$ cat src/rtl/flash_ctrl_pkg.sv
// Shared definitions for the flash sense-amp read sequencer.
//   state_t     : sequencer states IDLE -> PRE -> SNS -> OUT -> RESP
//   DEF_*_CYC   : default phase lengths in clock cycles
//   grp_onehot  : 2-bit output-group index to 4-bit one-hot enable
package flash_ctrl_pkg;

  typedef enum logic [2:0] {
    IDLE = 3'd0,
    PRE  = 3'd1,
    SNS  = 3'd2,
    OUT  = 3'd3,
    RESP = 3'd4
  } state_t;

  localparam int DEF_PRE_CYC = 4;
  localparam int DEF_SNS_CYC = 8;
  localparam int DEF_OUT_CYC = 2;

  function automatic logic [3:0] grp_onehot(input logic [1:0] grp);
    return 4'b0001 << grp;
  endfunction

endpackage

$ cat src/rtl/flash_phase_timer.sv
// Loadable 8-bit down-counter that times one sequencer phase.
//   clk, rst_n : clock, asynchronous active-low reset
//   load       : load len into the counter (takes priority over counting)
//   len        : phase length minus one
//   done       : counter is at zero, i.e. this is the last cycle of the phase
module flash_phase_timer (
  input  logic       clk,
  input  logic       rst_n,
  input  logic       load,
  input  logic [7:0] len,
  output logic       done
);

  logic [7:0] cnt;

  always_ff @(posedge clk or negedge rst_n) begin
    if (!rst_n) begin
      cnt <= '0;
    end else if (load) begin
      cnt <= len;
    end else if (cnt != '0) begin
      cnt <= cnt - 8'd1;
    end
  end

  assign done = (cnt == '0);

endmodule

$ cat src/rtl/flash_sense_ctrl.sv
// Read sequencer for the 8x8 flash array sense amplifiers.
// Runs precharge (sen1), sense (sen1+sen2) and output-enable (sen2+out_en)
// phases, captures the array's out bus and returns it on a valid/ready channel.
//   wb_clk_i, wb_rst_ni        : clock, asynchronous active-low reset
//   req_valid/req_ready/req_grp: read request with output-group select
//   rsp_valid/rsp_ready/rsp_data: captured byte response
//   sen1, sen2, out_en         : array sense controls (all registered)
//   sa_out                     : array digital output bus
//   busy                       : sequencer not in IDLE
module flash_sense_ctrl
  import flash_ctrl_pkg::*;
#(
  parameter int PRE_CYC = DEF_PRE_CYC,
  parameter int SNS_CYC = DEF_SNS_CYC,
  parameter int OUT_CYC = DEF_OUT_CYC
) (
  input  logic       wb_clk_i,
  input  logic       wb_rst_ni,
  input  logic       req_valid,
  output logic       req_ready,
  input  logic [1:0] req_grp,
  output logic       rsp_valid,
  input  logic       rsp_ready,
  output logic [7:0] rsp_data,
  output logic       sen1,
  output logic       sen2,
  output logic [3:0] out_en,
  input  logic [7:0] sa_out,
  output logic       busy
);

  if (PRE_CYC < 1 || PRE_CYC > 255) begin : g_bad_pre
    $error("PRE_CYC must be in 1..255");
  end
  if (SNS_CYC < 1 || SNS_CYC > 255) begin : g_bad_sns
    $error("SNS_CYC must be in 1..255");
  end
  if (OUT_CYC < 1 || OUT_CYC > 255) begin : g_bad_out
    $error("OUT_CYC must be in 1..255");
  end

  localparam logic [7:0] PRE_LEN = 8'(PRE_CYC - 1);
  localparam logic [7:0] SNS_LEN = 8'(SNS_CYC - 1);
  localparam logic [7:0] OUT_LEN = 8'(OUT_CYC - 1);

  state_t     state;
  logic [1:0] grp;
  logic       tmr_load;
  logic [7:0] tmr_len;
  logic       tmr_done;

  // Timer is reloaded on the same edge that enters the next phase, so the
  // first cycle of a phase already sees len and done marks its last cycle.
  always_comb begin
    tmr_load = 1'b0;
    tmr_len  = '0;
    case (state)
      IDLE: if (req_valid && req_ready) begin
        tmr_load = 1'b1;
        tmr_len  = PRE_LEN;
      end
      PRE: if (tmr_done) begin
        tmr_load = 1'b1;
        tmr_len  = SNS_LEN;
      end
      SNS: if (tmr_done) begin
        tmr_load = 1'b1;
        tmr_len  = OUT_LEN;
      end
      default: ;
    endcase
  end

  flash_phase_timer u_timer (
    .clk   (wb_clk_i),
    .rst_n (wb_rst_ni),
    .load  (tmr_load),
    .len   (tmr_len),
    .done  (tmr_done)
  );

  // Outputs are set on the transition into each state so that every array
  // control comes straight from a flop.
  always_ff @(posedge wb_clk_i or negedge wb_rst_ni) begin
    if (!wb_rst_ni) begin
      state     <= IDLE;
      grp       <= '0;
      sen1      <= 1'b0;
      sen2      <= 1'b0;
      out_en    <= '0;
      rsp_valid <= 1'b0;
      rsp_data  <= '0;
      req_ready <= 1'b1;
      busy      <= 1'b0;
    end else begin
      case (state)
        IDLE: if (req_valid && req_ready) begin
          state     <= PRE;
          grp       <= req_grp;
          sen1      <= 1'b1;
          req_ready <= 1'b0;
          busy      <= 1'b1;
        end
        PRE: if (tmr_done) begin
          state <= SNS;
          sen2  <= 1'b1;
        end
        SNS: if (tmr_done) begin
          // sen1 falls on the same edge out_en rises; never overlapping.
          state  <= OUT;
          sen1   <= 1'b0;
          out_en <= grp_onehot(grp);
        end
        OUT: if (tmr_done) begin
          state     <= RESP;
          sen2      <= 1'b0;
          out_en    <= '0;
          rsp_valid <= 1'b1;
          rsp_data  <= sa_out;
        end
        RESP: if (rsp_ready) begin
          state     <= IDLE;
          rsp_valid <= 1'b0;
          req_ready <= 1'b1;
          busy      <= 1'b0;
        end
        default: begin
          state     <= IDLE;
          sen1      <= 1'b0;
          sen2      <= 1'b0;
          out_en    <= '0;
          rsp_valid <= 1'b0;
          req_ready <= 1'b1;
          busy      <= 1'b0;
        end
      endcase
    end
  end

endmodule

$ cat config.mk
export PLATFORM = sky130hd
export DESIGN_NAME = flash_sense_ctrl
export DESIGN_NICKNAME = d
export VERILOG_FILES = /design/src/rtl/flash_ctrl_pkg.sv /design/src/rtl/flash_phase_timer.sv /design/src/rtl/flash_sense_ctrl.sv
export SDC_FILE = /design/constraint.sdc
export NUM_CORES = 1
export LEC_CHECK = 0
export BUFFER_PORTS_ARGS = -buffer_cell sky130_fd_sc_hd__buf_2
export CAP_MARGIN = 20
export CORE_UTILIZATION = 45
export DETAILED_ROUTE_END_ITERATION = 12
export HOLD_SLACK_MARGIN = 0.12
export PLACE_DENSITY = 0.69
export SYNTH_ARGS = -nofsm -noshare
export SYNTH_HDL_FRONTEND = slang
export SYNTH_SLANG_ARGS = --single-unit
$ cat constraint.sdc
create_clock -name wb_clk_i -period 2.8 [get_ports wb_clk_i]
set_input_delay 0.7 -clock wb_clk_i [delete_from_list [all_inputs] [get_ports wb_clk_i]]
set_output_delay 0.7 -clock wb_clk_i [all_outputs]
set_load 0.05 [all_outputs]
## Word level (Yosys, flattened, before mapping)

Index checks and enable logic that the tools add are counted.

| cells by class | value |
|---|---|
| add/sub/neg operators | 1 |
| equal/unequal tests | 9 |
| shifts and indexed selects | 1 |
| multiplexer cells | 29 |
| bitwise gates (word level) | 5 |
| reductions and logical operators | 19 |

Operator list:

| operator | count |
|---|---|
| two-way mux 3 bit | 6 |
| two-way mux 8 bit | 2 |
| one-hot mux 1 bit (3 select lines) | 5 |
| one-hot mux 3 bit (5 select lines) | 1 |
| AND reduction 3 bit | 5 |
| OR reduction 3 bit | 5 |
| one-hot mux 4 bit (3 select lines) | 1 |
| != test 2 bit, second input constant | 5 |
| two-way mux 1 bit | 9 |
| one-hot mux 3 bit (3 select lines) | 1 |
| logical NOT 8 bit | 1 |
| two-way mux 4 bit | 2 |
| nonzero test 8 bit | 1 |
| subtractor 8 x 1 -> 8 bit, second input constant | 1 |
| == test 3 x 2 -> 1 bit, second input constant | 2 |
| NOT 1 bit | 5 |
| AND reduction 5 bit | 1 |
| AND reduction 2 bit | 2 |
| << shifter 1 x 2 -> 4 bit, first input constant | 1 |
| == test 3 x 1 -> 1 bit, second input constant | 1 |
| == test 3 bit, second input constant | 1 |
| logical NOT 3 bit | 1 |
| two-way mux 2 bit | 1 |
| one-hot mux 1 bit (2 select lines) | 1 |
| other kinds (3) | 3 |

| word-level totals | value |
|---|---|
| flip-flop bits (word level) | 30 |
| bits of input ports | 14 |
| output and inout bits | 17 |
| logic and storage cells | 74 |

## Logic depth before layout (Yosys ltp)

| depth | value |
|---|---|
| depth in word-level cells | 4 |
| depth in mapped cells | 8 |
| depth with buffers taken out | 6 |

## By module

From an unflattened synthesis, not the netlist that was laid out.

| unflattened totals | value |
|---|---|
| cell total of the unflattened synthesis | 135 |
| area total of the unflattened synthesis | 1457.6 um^2 |

Modules (own cells, without submodules):

| module | instances | cells each | area an instance (um^2) |
|---|---|---|---|
| flash_sense_ctrl | 1 | 81 | 980.9 |
| flash_phase_timer | 1 | 54 | 476.7 |

## Least setup slack after synthesis

No wires, ideal clock.

| path | value |
|---|---|
| path type | reg-to-reg |
| start | register u_timer.cnt[0] |
| end | register rsp_data[0] |
| setup time | 125 ps |
| arrival | 1863 ps |
| data required time | 2675 ps |
| setup slack | 812 ps |
| stages on the path, launching flop included | 9 |
| period minus slack after synthesis | 1988 ps |
| path through | dfrtp_1 -> inv_1 -> ha_1 -> nor4b_4 -> and2_1 -> buf_6 -> and3_4 -> buf_12 -> mux2_4 |

| between the ends | value |
|---|---|
| cells in the longest elaborated chain, start to end | 2 |

RTL lines:

| item | line | source |
|---|---|---|
| from (decl) | flash_phase_timer.sv:14 | `logic [7:0] cnt;` |
| from (signal assigned) | flash_phase_timer.sv:20 | `cnt <= len;` |
| from (signal assigned) | flash_phase_timer.sv:22 | `cnt <= cnt - 8'd1;` |
| logical NOT 8 bit | flash_phase_timer.sv:26 | `assign done = (cnt == '0);` |
| AND reduction 2 bit (no line) | -- |  |
| to (signal assigned) | flash_sense_ctrl.sv:119 | `rsp_data <= sa_out;` |
| to (decl) | flash_sense_ctrl.sv:24 | `output logic [7:0] rsp_data,` |

No other way between the ends.
A chain may end at the register's enable or synchronous reset.

## Worst setup path in the final report

| path | value |
|---|---|
| start | register u_timer.cnt[0] |
| end | register rsp_data[2] |

Same word-level chain as after synthesis.

==> results.cfg <==
[outcome]
outcome = finished clean

[final_layout]
nFillCells = 265
ff_latch_area_um2 = 752
fin_cells = 206
final_net_count = 177
final_cell_mix = buf_2, dfrtp_1, nor2_1, nand2_1, mux2_4
antennaDiodeCount = 0
drive_gt1_frac = 0.340
multiInputGateArea_um2 = 658
area_growth_pct = 15.3
mostFrequentLayoutCell = buf_2

[worst_setup_path]
crit_fanout = 10
critical_path.cell_chain = inv_1 -> ha_1 -> nor4b_4 -> and2_1 -> and3_4 -> mux2_4
crit_required_ps = 3020
max_stage_delay_ps = 410
critical_path_class = reg -> reg
path_buf_inv = 1
cp-start-kind = register
crit_slowest_cell = dfrtp_1
critPathTopFamily = simple AND/OR/NAND/NOR gates
cp-end-kind = register
arrival_ps = 2510

[global_routing]
grt_start_max_net_pins = 31
grt_pass1_wl_mm = 4.58
grt_pass1_vias = 930
grt_usage = 0.182
grt_overflow_total = 0
antenna_found_initial = 0

[cts]
ctsHoldBuffers = 0
post_cts_buffers = 0
cts-buffers-inserted = 5
cts_resized = 0
cts.reportedPaths.clkPinSlew_ps = 100
clockBufferDepth = 2
clk_latency_ps = 330
htreeDepth = 2
cts_sinks = 30
cts_tree = built
clock-root-buffer = clkbuf_4

[power_and_ir_drop]
total_power_uw = 724
leakagePower_nw = 0.821
vdd_drop_max_mv = 0.297
pwr_density_cell_mw_per_mm2 = 425

[detailed_routing]
firstDrtPassIters = 4
drt_iter0_drc = 31
drc = 0
routed_wl_mm = 2.74
routed_via_density = 5.05
num_vias = 1041
ant_nets = 0
avgRoutedWirePerCell_um = 13.3

[placement]
place_congestion = 0.779
dp.cells = 198
port_buffers = 30
dp_hpwl_mm = 1.93

[timing]
relSlewSlack = 0.554
setup_viol = 0
finalHoldViolations = 0
rsz0062_at_grt = no
final.setup_skew_ps = 8.59
slew_viol_final = 0
setup_tns_ps = 0
worst_pin_slew_ps = 669
fin_crit_sh = 0.818
fmax_mhz = 436
final.min_clock_period_ps = 2290

[yosys]
syn_area_per_cell_um2 = 11.5
synthTopCellsByArea = dfrtp_1, mux2_4, xnor2_1
ys_seq_area_frac = 0.508
netlist_instances = 129
synth_seq_cells = 30
yosysTopAreaCell = dfrtp_1
yosys_warnings = 0
syn-cell-area_mm2 = 0.00148
yosysUniqueCellTypes = 43
synth_edf_count = 0
synthArstFlopShare = 1.00
synthesis.nets = 145
synth_ff_type = dfrtp_1
synth_top_cell_area_share = 0.491

[floorplan]
start_util = 0.480
io_pins = 31
die-width_um = 59.3
die_h_um = 59.3
core_mm2 = 0.00308
dieArea_mm2 = 0.00352
rows = 20

[run]
drv_cap = 0

[worst_hold_path]
hold_path.class = in -> async
-- cell usage after synthesis, types with 2 or more instances --
library cell  instances
a211oi_1              2
inv_1                 7
ha_1                  2
clkbuf_1              2
xnor2_1               6
nand3_1               2
o21a_1                2
nor3_1                2
and2_1                3
a31oi_1               2
o41ai_1               2
a311o_1               2
nor2_1               11
nand3b_1              3
dfrtp_1              29
a21oi_1               4
mux2_4                8
nand2_1              11
nor4_1                2
o21ai_0               4
-- logic make-up after synthesis --
family                   count (synthesis)  share of synthesized area
XOR/XNOR                                 6                     0.0355
AND/OR/NAND/NOR                         43                      0.167
multiplexers                            10                     0.0956
adder cells (fa/ha/maj)                  2                     0.0169
AO/OA/AOI/OAI                           26                      0.130
buffers and inverters                   12                     0.0465
flip-flops                              30                      0.508
-- layer usage --
metal | vias to the layer above | GRT usage | wire, µm
li1 | 529 | - | -
met3 | 5 | 0.0459 | 115
met4 | 0 | 0.102 | 47
met1 | 488 | 0.270 | 1370
met5 | - | 0 | 0
met2 | 19 | 0.239 | 1210
-- stage by stage --
| stage | hold WS [ps] | cell area (µm²) | utilization | setup WS [ps] |
|---|---|---|---|---|
| CTS | 402 | 1710 | 0.554 | 515 |
| detailed placement | 466 | 1640 | 0.533 | 541 |
| finish | 392 | 1710 | 0.554 | 508 |
| global route | 418 | 1710 | 0.554 | 320 |
| floorplan | 404 | 1480 | - | 812 |
| global placement | 459 | 1640 | 0.533 | 627 |
-- sequential cells by signal (all words and copies together) (netlist names) --
name and count:
busy 1, grp 2, out_en 4, state 3, sen1 1, u_timer.cnt 8
rsp_valid 1, req_ready 1, rsp_data 8, sen2 1
-- path summary, 6_finish.rpt --
kind | from | to | slack, ps | depth (start not counted)
hold / removal | wb_rst_ni | u_timer.cnt[7] | 390 | 1
min in group wb_clk_i | out_en[2] | out_en[2] | 480 | 2
setup / recovery | u_timer.cnt[0] | rsp_data[2] | 510 | 6
setup reg to reg | u_timer.cnt[0] | rsp_data[2] | 510 | 6
hold reg to reg | out_en[2] | out_en[2] | 480 | 2
max in group asynchronous | wb_rst_ni | rsp_data[7] | 1970 | 1
-- worst reg2reg max path, delay by kind of cell, from the launching register on --
| family | cells | cell delay [ps] |
|---|---|---|
| and+or+nand+nor | 3 | 1140 |
| muxes | 1 | 320 |
| buffers and inverters | 1 | 130 |
| adders and majority gates | 1 | 180 |
| DFF | 1 | 410 |
-- cell type report --
cell class,count,area share
clock buffers,6,0.0301
clock inverters,2,0.00734
inverters,7,0.0154
multi-input cells,87,0.386
flip-flops and latches,30,0.441
well taps,44,0.0323
repair buffers,30,0.0880
-- report_power, final --
part | switching [mW] | total, mW | internal (mW)
sequential | 0 | 0.433 | 0.433
clock | 0.152 | 0.272 | 0.121
combinational | 0.0120 | 0.0189 | 0.00686
No activity file was read; power rests on OpenSTA's default activity.
